==> src/rtl/muacm_wb_fifo.sv <==
// muACM Wishbone bridge: CPU DATA/CSR access to a TX byte FIFO (toward host) and an RX byte FIFO (from host).
// Optional interrupt output is built in when MUACM_WB_FIFO_IRQ_EN is defined.
module muacm_wb_fifo #(
    parameter int TX_DEPTH_LOG2 = 5,
    parameter int RX_DEPTH_LOG2 = 5
) (
    input  logic        clk,
    input  logic        rst,
    input  logic [3:0]  wb_addr,
    input  logic [31:0] wb_wdata,
    output logic [31:0] wb_rdata,
    input  logic        wb_we,
    input  logic        wb_cyc,
    output logic        wb_ack,
    output logic [7:0]  tx_data,
    output logic        tx_last,
    output logic        tx_valid,
    input  logic        tx_ready,
    input  logic [7:0]  rx_data,
    input  logic        rx_last,
    input  logic        rx_valid,
    output logic        rx_ready
`ifdef MUACM_WB_FIFO_IRQ_EN
    ,
    output logic        irq
`endif
);
    localparam int TX_DEPTH = 2 ** TX_DEPTH_LOG2;
    localparam int RX_DEPTH = 2 ** RX_DEPTH_LOG2;
    localparam logic [TX_DEPTH_LOG2-1:0] TX_PTR_INC = (TX_DEPTH_LOG2)'(1);
    localparam logic [RX_DEPTH_LOG2-1:0] RX_PTR_INC = (RX_DEPTH_LOG2)'(1);

    logic [8:0]               tx_mem [TX_DEPTH];
    logic [8:0]               rx_mem [RX_DEPTH];
    logic [TX_DEPTH_LOG2-1:0] tx_wp, tx_rp;
    logic [RX_DEPTH_LOG2-1:0] rx_wp, rx_rp;
    logic [TX_DEPTH_LOG2:0]   tx_level;
    logic [RX_DEPTH_LOG2:0]   rx_level;
    logic                     tx_full, tx_empty, rx_full, rx_empty;
    logic                     tx_push, tx_pop, tx_flush;
    logic                     rx_push, rx_pop, rx_flush;
    logic                     tx_ovf, rx_pop_pend;
    logic                     bus_rd_start, data_wr, csr_wr;
    logic [1:0]               irq_en_rd;
    logic [31:0]              csr_val, rd_val;
    logic                     unused_bits;

    assign unused_bits = ^{wb_addr[3:2], wb_wdata};

    // Level MSB is set only at exactly 2**N entries.
    assign tx_full  = tx_level[TX_DEPTH_LOG2];
    assign tx_empty = (tx_level == '0);
    assign rx_full  = rx_level[RX_DEPTH_LOG2];
    assign rx_empty = (rx_level == '0);

    assign bus_rd_start = wb_cyc & ~wb_ack & ~wb_we;
    assign data_wr      = wb_ack & wb_we & (wb_addr[1:0] == 2'd0);
    assign csr_wr       = wb_ack & wb_we & (wb_addr[1:0] == 2'd1);

    assign tx_valid = ~tx_empty;
    assign {tx_last, tx_data} = tx_empty ? 9'd0 : tx_mem[tx_rp];
    assign tx_push  = data_wr & ~tx_full;
    assign tx_pop   = tx_valid & tx_ready;
    assign tx_flush = csr_wr & wb_wdata[21];

    assign rx_ready = ~rx_full;
    assign rx_push  = rx_valid & rx_ready;
    assign rx_pop   = wb_ack & rx_pop_pend;
    assign rx_flush = csr_wr & wb_wdata[22];

    assign csr_val = {6'b0, irq_en_rd, 3'b0, tx_ovf, rx_empty, rx_full, tx_empty, tx_full,
                      8'(tx_level), 8'(rx_level)};

    always_comb begin
        rd_val = '0;
        case (wb_addr[1:0])
            2'd0:    rd_val = rx_empty ? 32'h8000_0000 : {23'b0, rx_mem[rx_rp]};
            2'd1:    rd_val = csr_val;
            default: rd_val = '0;
        endcase
    end

    // Read data is captured with the ack; the RX pop it implies is deferred to the ack cycle.
    always_ff @(posedge clk) begin
        if (rst) begin
            wb_ack      <= 1'b0;
            wb_rdata    <= '0;
            rx_pop_pend <= 1'b0;
        end else begin
            wb_ack      <= wb_cyc & ~wb_ack;
            wb_rdata    <= bus_rd_start ? rd_val : '0;
            rx_pop_pend <= bus_rd_start & (wb_addr[1:0] == 2'd0) & ~rx_empty;
        end
    end

    always_ff @(posedge clk) begin
        if (tx_push)
            tx_mem[tx_wp] <= wb_wdata[8:0];
        if (rx_push & ~rx_flush)
            rx_mem[rx_wp] <= {rx_last, rx_data};
    end

    always_ff @(posedge clk) begin
        if (rst) begin
            tx_wp    <= '0;
            tx_rp    <= '0;
            tx_level <= '0;
        end else if (tx_flush) begin
            tx_rp    <= tx_wp;
            tx_level <= '0;
        end else begin
            if (tx_push)
                tx_wp <= tx_wp + TX_PTR_INC;
            if (tx_pop)
                tx_rp <= tx_rp + TX_PTR_INC;
            tx_level <= tx_level + (TX_DEPTH_LOG2 + 1)'(tx_push) - (TX_DEPTH_LOG2 + 1)'(tx_pop);
        end
    end

    always_ff @(posedge clk) begin
        if (rst) begin
            rx_wp    <= '0;
            rx_rp    <= '0;
            rx_level <= '0;
        end else if (rx_flush) begin
            rx_rp    <= rx_wp;
            rx_level <= '0;
        end else begin
            if (rx_push)
                rx_wp <= rx_wp + RX_PTR_INC;
            if (rx_pop)
                rx_rp <= rx_rp + RX_PTR_INC;
            rx_level <= rx_level + (RX_DEPTH_LOG2 + 1)'(rx_push) - (RX_DEPTH_LOG2 + 1)'(rx_pop);
        end
    end

    always_ff @(posedge clk) begin
        if (rst)
            tx_ovf <= 1'b0;
        else if (data_wr & tx_full)
            tx_ovf <= 1'b1;
        else if (csr_wr & wb_wdata[20])
            tx_ovf <= 1'b0;
    end

`ifdef MUACM_WB_FIFO_IRQ_EN
    logic [1:0] irq_en;

    always_ff @(posedge clk) begin
        if (rst) begin
            irq_en <= 2'b00;
            irq    <= 1'b0;
        end else begin
            if (csr_wr)
                irq_en <= wb_wdata[25:24];
            irq <= (irq_en[0] & ~rx_empty) | (irq_en[1] & tx_empty);
        end
    end

    assign irq_en_rd = irq_en;
`else
    assign irq_en_rd = 2'b00;
`endif

endmodule
==> config.mk <==
export PLATFORM = sky130hd
export DESIGN_NAME = muacm_wb_fifo
export DESIGN_NICKNAME = d
export VERILOG_FILES = /design/src/rtl/muacm_wb_fifo.sv
export SDC_FILE = /design/constraint.sdc
export NUM_CORES = 1
export LEC_CHECK = 0
export ABC_AREA = 1
export CAP_MARGIN = 25
export CORE_UTILIZATION = 47
export DETAILED_ROUTE_END_ITERATION = 16
export PLACE_DENSITY = 0.71
export REMOVE_ABC_BUFFERS = 1
export SYNTH_ARGS = -nofsm -noshare
export SYNTH_HDL_FRONTEND = slang
export SYNTH_SLANG_ARGS = --single-unit
==> constraint.sdc <==
create_clock -name clk -period 2.35 [get_ports clk]
set_clock_uncertainty 0.05 [all_clocks]
set_input_delay 0.47 -clock clk [delete_from_list [all_inputs] [get_ports clk]]
set_output_delay 0.47 -clock clk [all_outputs]
set_load 0.005 [all_outputs]
==> results summary <==
The number of antenna violations at the first check in global routing came out at 1. The die covers between 50000 and 60000 sq um. The worst register-to-register path begins at tx_level[4]$_SDFF_PP0_. Of the cells placed in the final design, the portion with a size suffix greater than 1 is between 10% and 20%.

Averaged over all synthesized cells, the footprint is 11.5 sq um. The wire length per cell after detailed routing is roughly 20 um. The number of search-and-repair iterations in the first detailed-routing pass is 6. In this run the static leakage power is roughly 0.012 uW. Including well taps, the total number of placed cells is about 3200. For this run, design rule violations remaining after detail routing come to 0. The boundary pin count is 95. The site row count came out at between 80 and 90. The total wire length came out at 66100 um.

After synthesis the netlist holds a flip-flop and latch count of 640. The largest single stage delay on the critical path is around 350 ps. The final setup slack of the worst path came out at -609 ps. The startpoint of the tightest hold check path is tx_ovf$_SDFFE_PP0P_.

The total net switching power is between 7000 and 8000 uW. The critical path data arrival time is 2440 ps. The antenna diode count came out at 0. The relative contribution of combinational cells to total power is 17.8%.

The final reports fail on setup timing. Walking the worst path, the cells encountered are buf_12 -> buf_12 -> clkinv_16 -> buf_4 -> buf_16 -> nand2_1 -> nand3_2 -> nand2_4 -> a21oi_2 -> o31ai_2 -> nand3_1 -> nand2_1 -> nor2_2 -> buf_2. The post-synthesis cell type count came out at 36. The shortest clock period the worst path allows after layout came out at approximately 3000 ps. TritonCTS built the clock tree. The port buffer count is 60.

The slowest stage of the critical path belongs to the cell sky130_fd_sc_hd__dfxtp_4. The sink count of the clock tree is 640. The run finished, with violations left. The part of the total power dissipated in the clock network is 37.1%.

The sequential-to-total area share from yosys stat came out at a little under three quarters. The die span in y is around 240 um. For this configuration, the core starts out at a cell density of between 40% and 50%. The internal power contribution came out at approximately 21000 uW. The final HPWL from detailed placement came out at ~39000 um. The horizontal die dimension is about 240 um. Across every metal layer, demand over resource in global routing totals ~23%. The number of buffers on the longest clock path is 3. Derived from the worst setup path, the maximum achievable clock frequency is around 0.34 GHz. The number of vias per cell is between 5 and 6. The class of the tightest hold or removal check is reg2reg. Relative to the synthesized area, the layout overhead comes to 21.8%.

The final net count is about 2600. The violation count after the first detailed-route iteration is 1936. The synthesized cell area is around 26000 sq um. By startpoint and endpoint, the worst setup path is classified as reg2out. The register-to-register setup slack is -140 ps. Hold timing on the final database bottoms out at a slack of 392 ps. The buffer type at the clock tree root is sky130_fd_sc_hd__clkbuf_16. The transition time of the tightest slew-check pin is 711 ps. The number of max-cap violations is 0. The worst setup path is launched from a flip-flop. The clock insertion delay at the later pin of the skew report is ~600 ps. The relative slew slack came out at between 50% and 60%. The detail route stage leaves a number of antenna-violating nets equal to 0.

Setup repair after global routing could not meet its margin everywhere. STA puts the critical path data required time at ~1800 ps. STA classifies the critical path endpoint as an output port.

The placeable core region is ~55000 sq um. Sequential cells burn ~45% of the power. The post-route fraction of the period consumed by the critical path came out at 126%. The net switching share of the total power came out at between 20% and 30%. The areal power density over the cells is 881 nW/um^2.

The top fanout value on the critical path came out at 8. The last weighted congestion value of the routability-driven placer came out at a little under 0.9. The wire length of the first global-routing pass came out at about 100000 um. The routed via count came out at ~18000. IR analysis of the VDD net gives a maximum drop of between 0.6 and 0.7 mV. The maximum number of pins on one net before global-route repair is 59. The H-tree level count is 3. The cell count after synthesis is roughly 2300.

The count of endpoints failing hold in the final timing report came to 0. The total overflow reported by the global router is 0. The number of global-route vias before repair came out at around 18000. The number of clock buffers inserted by TritonCTS came out at 66. The final count of negative-setup-slack endpoints came out at 10. The total power after layout came out at between 20000 and 30000 uW. The number of synthesis warnings came out at 0. The clock transition at the register clock pins on the worst setup and hold paths after CTS is 60 ps. The count of cells in the finished layout, fillers not included, comes to between 3000 and 4000.

The final number of max-transition violations was 0.
## registers in the layout, summed over array words and instances, names as in the netlist, 5 cells and up, named ones only
| register | flops |
|---|---|
| tx_rp | 5 |
| tx_wp | 5 |
| tx_level | 6 |
| wb_rdata | 19 |
| rx_rp | 5 |
| tx_mem | 288 |
| rx_wp | 5 |
| rx_level | 6 |
| rx_mem | 288 |
## synth_stat cells
cell	number	share of area, %
sky130_fd_sc_hd__a211oi_1	1	0.029
sky130_fd_sc_hd__clkinv_1	2	0.029
sky130_fd_sc_hd__nor3b_1	5	0.14
sky130_fd_sc_hd__o221ai_1	19	0.64
sky130_fd_sc_hd__a21o_1	2	0.057
sky130_fd_sc_hd__a21oi_1	63	1.2
sky130_fd_sc_hd__clkbuf_1	32	0.46
sky130_fd_sc_hd__nand3_1	313	6.0
sky130_fd_sc_hd__inv_2	2	0.029
sky130_fd_sc_hd__o21bai_1	1	0.029
sky130_fd_sc_hd__nand2_1	599	8.6
sky130_fd_sc_hd__edfxtp_1	576	66
sky130_fd_sc_hd__or2_2	3	0.072
sky130_fd_sc_hd__dfxtp_1	64	4.9
sky130_fd_sc_hd__xnor2_1	1	0.033
sky130_fd_sc_hd__buf_1	13	0.19
sky130_fd_sc_hd__o31ai_1	18	0.52
sky130_fd_sc_hd__xor2_1	2	0.067
sky130_fd_sc_hd__o22ai_1	3	0.072
sky130_fd_sc_hd__fa_1	2	0.15
sky130_fd_sc_hd__o211ai_1	19	0.54
sky130_fd_sc_hd__conb_1	1	0.014
sky130_fd_sc_hd__buf_4	30	0.86
sky130_fd_sc_hd__nor3_1	9	0.17
sky130_fd_sc_hd__nand4_1	1	0.024
sky130_fd_sc_hd__buf_2	50	0.96
sky130_fd_sc_hd__inv_4	3	0.072
sky130_fd_sc_hd__o21ai_1	4	0.076
sky130_fd_sc_hd__o21ai_0	100	1.9
sky130_fd_sc_hd__ha_1	26	1.2
sky130_fd_sc_hd__buf_6	9	0.39
sky130_fd_sc_hd__nor2_1	237	3.4
sky130_fd_sc_hd__a31oi_1	4	0.096
sky130_fd_sc_hd__a311oi_1	1	0.033
sky130_fd_sc_hd__nand2_2	2	0.048
sky130_fd_sc_hd__inv_1	68	0.97
## power by group through the flow
stage	Combinational, uW	Sequential [uW]	Clock, uW
finish	5000	12700	10400
global placement	3670	12900	0
detailed placement	3760	12900	0
global route	5420	12700	11000
floorplan	1800	13000	0
CTS	4530	12700	10500
## worst max-delay path, delay by kind of cell, from the launching register on
| kind | cells | cell delay (ps) |
|---|---|---|
| buffers and inverters | 6 | 730 |
| AO/OA/AOI/OAI | 2 | 270 |
| AND/OR/NAND/NOR | 6 | 480 |
| flip-flops | 1 | 350 |
## cell type report
type / count / area (sq um)
Timing Repair Buffer: 289 / 2840
Clock inverter: 37 / 372
Timing Repair inverter: 1 / 16.3
Tap cell: 748 / 936
Sequential cell: 640 / 18600
Multi-Input combinational cell: 1447 / 7050
Fill cell: 4282 / 23200
Inverter: 75 / 315
Clock buffer: 81 / 1790
## timing repair
item / in CTS / in global routing
cloned: 7 / 2
hold buffers: 0 / 0
setup buffers: 28 / 8
pin swaps: 46 / 55
setup endpoints to repair: 11 / 14
gates resized for setup: 125 / 83
## layer usage
layer | wire length (um) | vias to the layer above | track usage (%)
li1 | - | 8463 | -
met1 | 27100 | 8882 | 32.1
met2 | 31400 | 912 | 36.0
met3 | 5890 | 126 | 4.78
met4 | 1690 | 2 | 9.27
met5 | 11 | - | 0
## stage by stage
stage	TNS, ps	util, %	instance area [sq um]	worst slack (ps)
3_5_place_dp	-54410	52.0	28700	-663
4_1_cts	-5730	57.3	31600	-704
6_report	-5240	57.9	31900	-609
3_3_place_gp	-28620	52.0	28700	-598
5_1_grt	-6310	57.9	31900	-724
2_1_floorplan	-42720	-	25500	-2460
## kinds of logic after synthesis
group / after synthesis / synth area share (%)
and+or+nand+nor: 1169 / 18.4
DFF: 640 / 70.9
AOI/OAI and AO/OA: 235 / 5.20
buffers and inverters: 209 / 3.95
adders and majority gates: 28 / 1.39
xor gates and xnor gates: 3 / 0.100
other: 1 / 0.0143
## path summary, 6_finish.rpt
check,end,cells after the start
hold reg to reg,wb_rdata[20]$_SDFF_PP0_,2
setup reg to reg,tx_level[4]$_SDFF_PP0_,14
setup / recovery,tx_data[1],14
hold / removal,wb_rdata[20]$_SDFF_PP0_,2
## placed cells by master (no fill, tap or decap), types with 7 or more instances in the layout
master	instances
sky130_fd_sc_hd__a21oi_1	44
sky130_fd_sc_hd__o21ai_0	76
sky130_fd_sc_hd__clkbuf_1	10
sky130_fd_sc_hd__buf_2	9
sky130_fd_sc_hd__inv_2	7
sky130_fd_sc_hd__o211ai_1	19
sky130_fd_sc_hd__nand2_1	587
sky130_fd_sc_hd__nand2_2	11
sky130_fd_sc_hd__nor2_2	14
sky130_fd_sc_hd__clkinv_1	18
sky130_fd_sc_hd__o221ai_1	17
sky130_fd_sc_hd__nor3_1	9
sky130_fd_sc_hd__ha_1	21
sky130_fd_sc_hd__dfxtp_1	56
sky130_fd_sc_hd__edfxtp_1	576
sky130_fd_sc_hd__nand3_2	9
sky130_fd_sc_hd__buf_4	182
sky130_fd_sc_hd__buf_6	11
sky130_fd_sc_hd__buf_12	28
sky130_fd_sc_hd__o31ai_2	8
sky130_fd_sc_hd__a21oi_2	18
sky130_fd_sc_hd__clkbuf_16	71
sky130_fd_sc_hd__inv_1	62
sky130_fd_sc_hd__nor2_1	221
sky130_fd_sc_hd__o31ai_1	7
sky130_fd_sc_hd__o21ai_1	22
sky130_fd_sc_hd__nand3_1	303
sky130_fd_sc_hd__clkdlybuf4s50_1	50
sky130_fd_sc_hd__conb_1	12
Note: power is estimated with default switching activity, not from simulation.
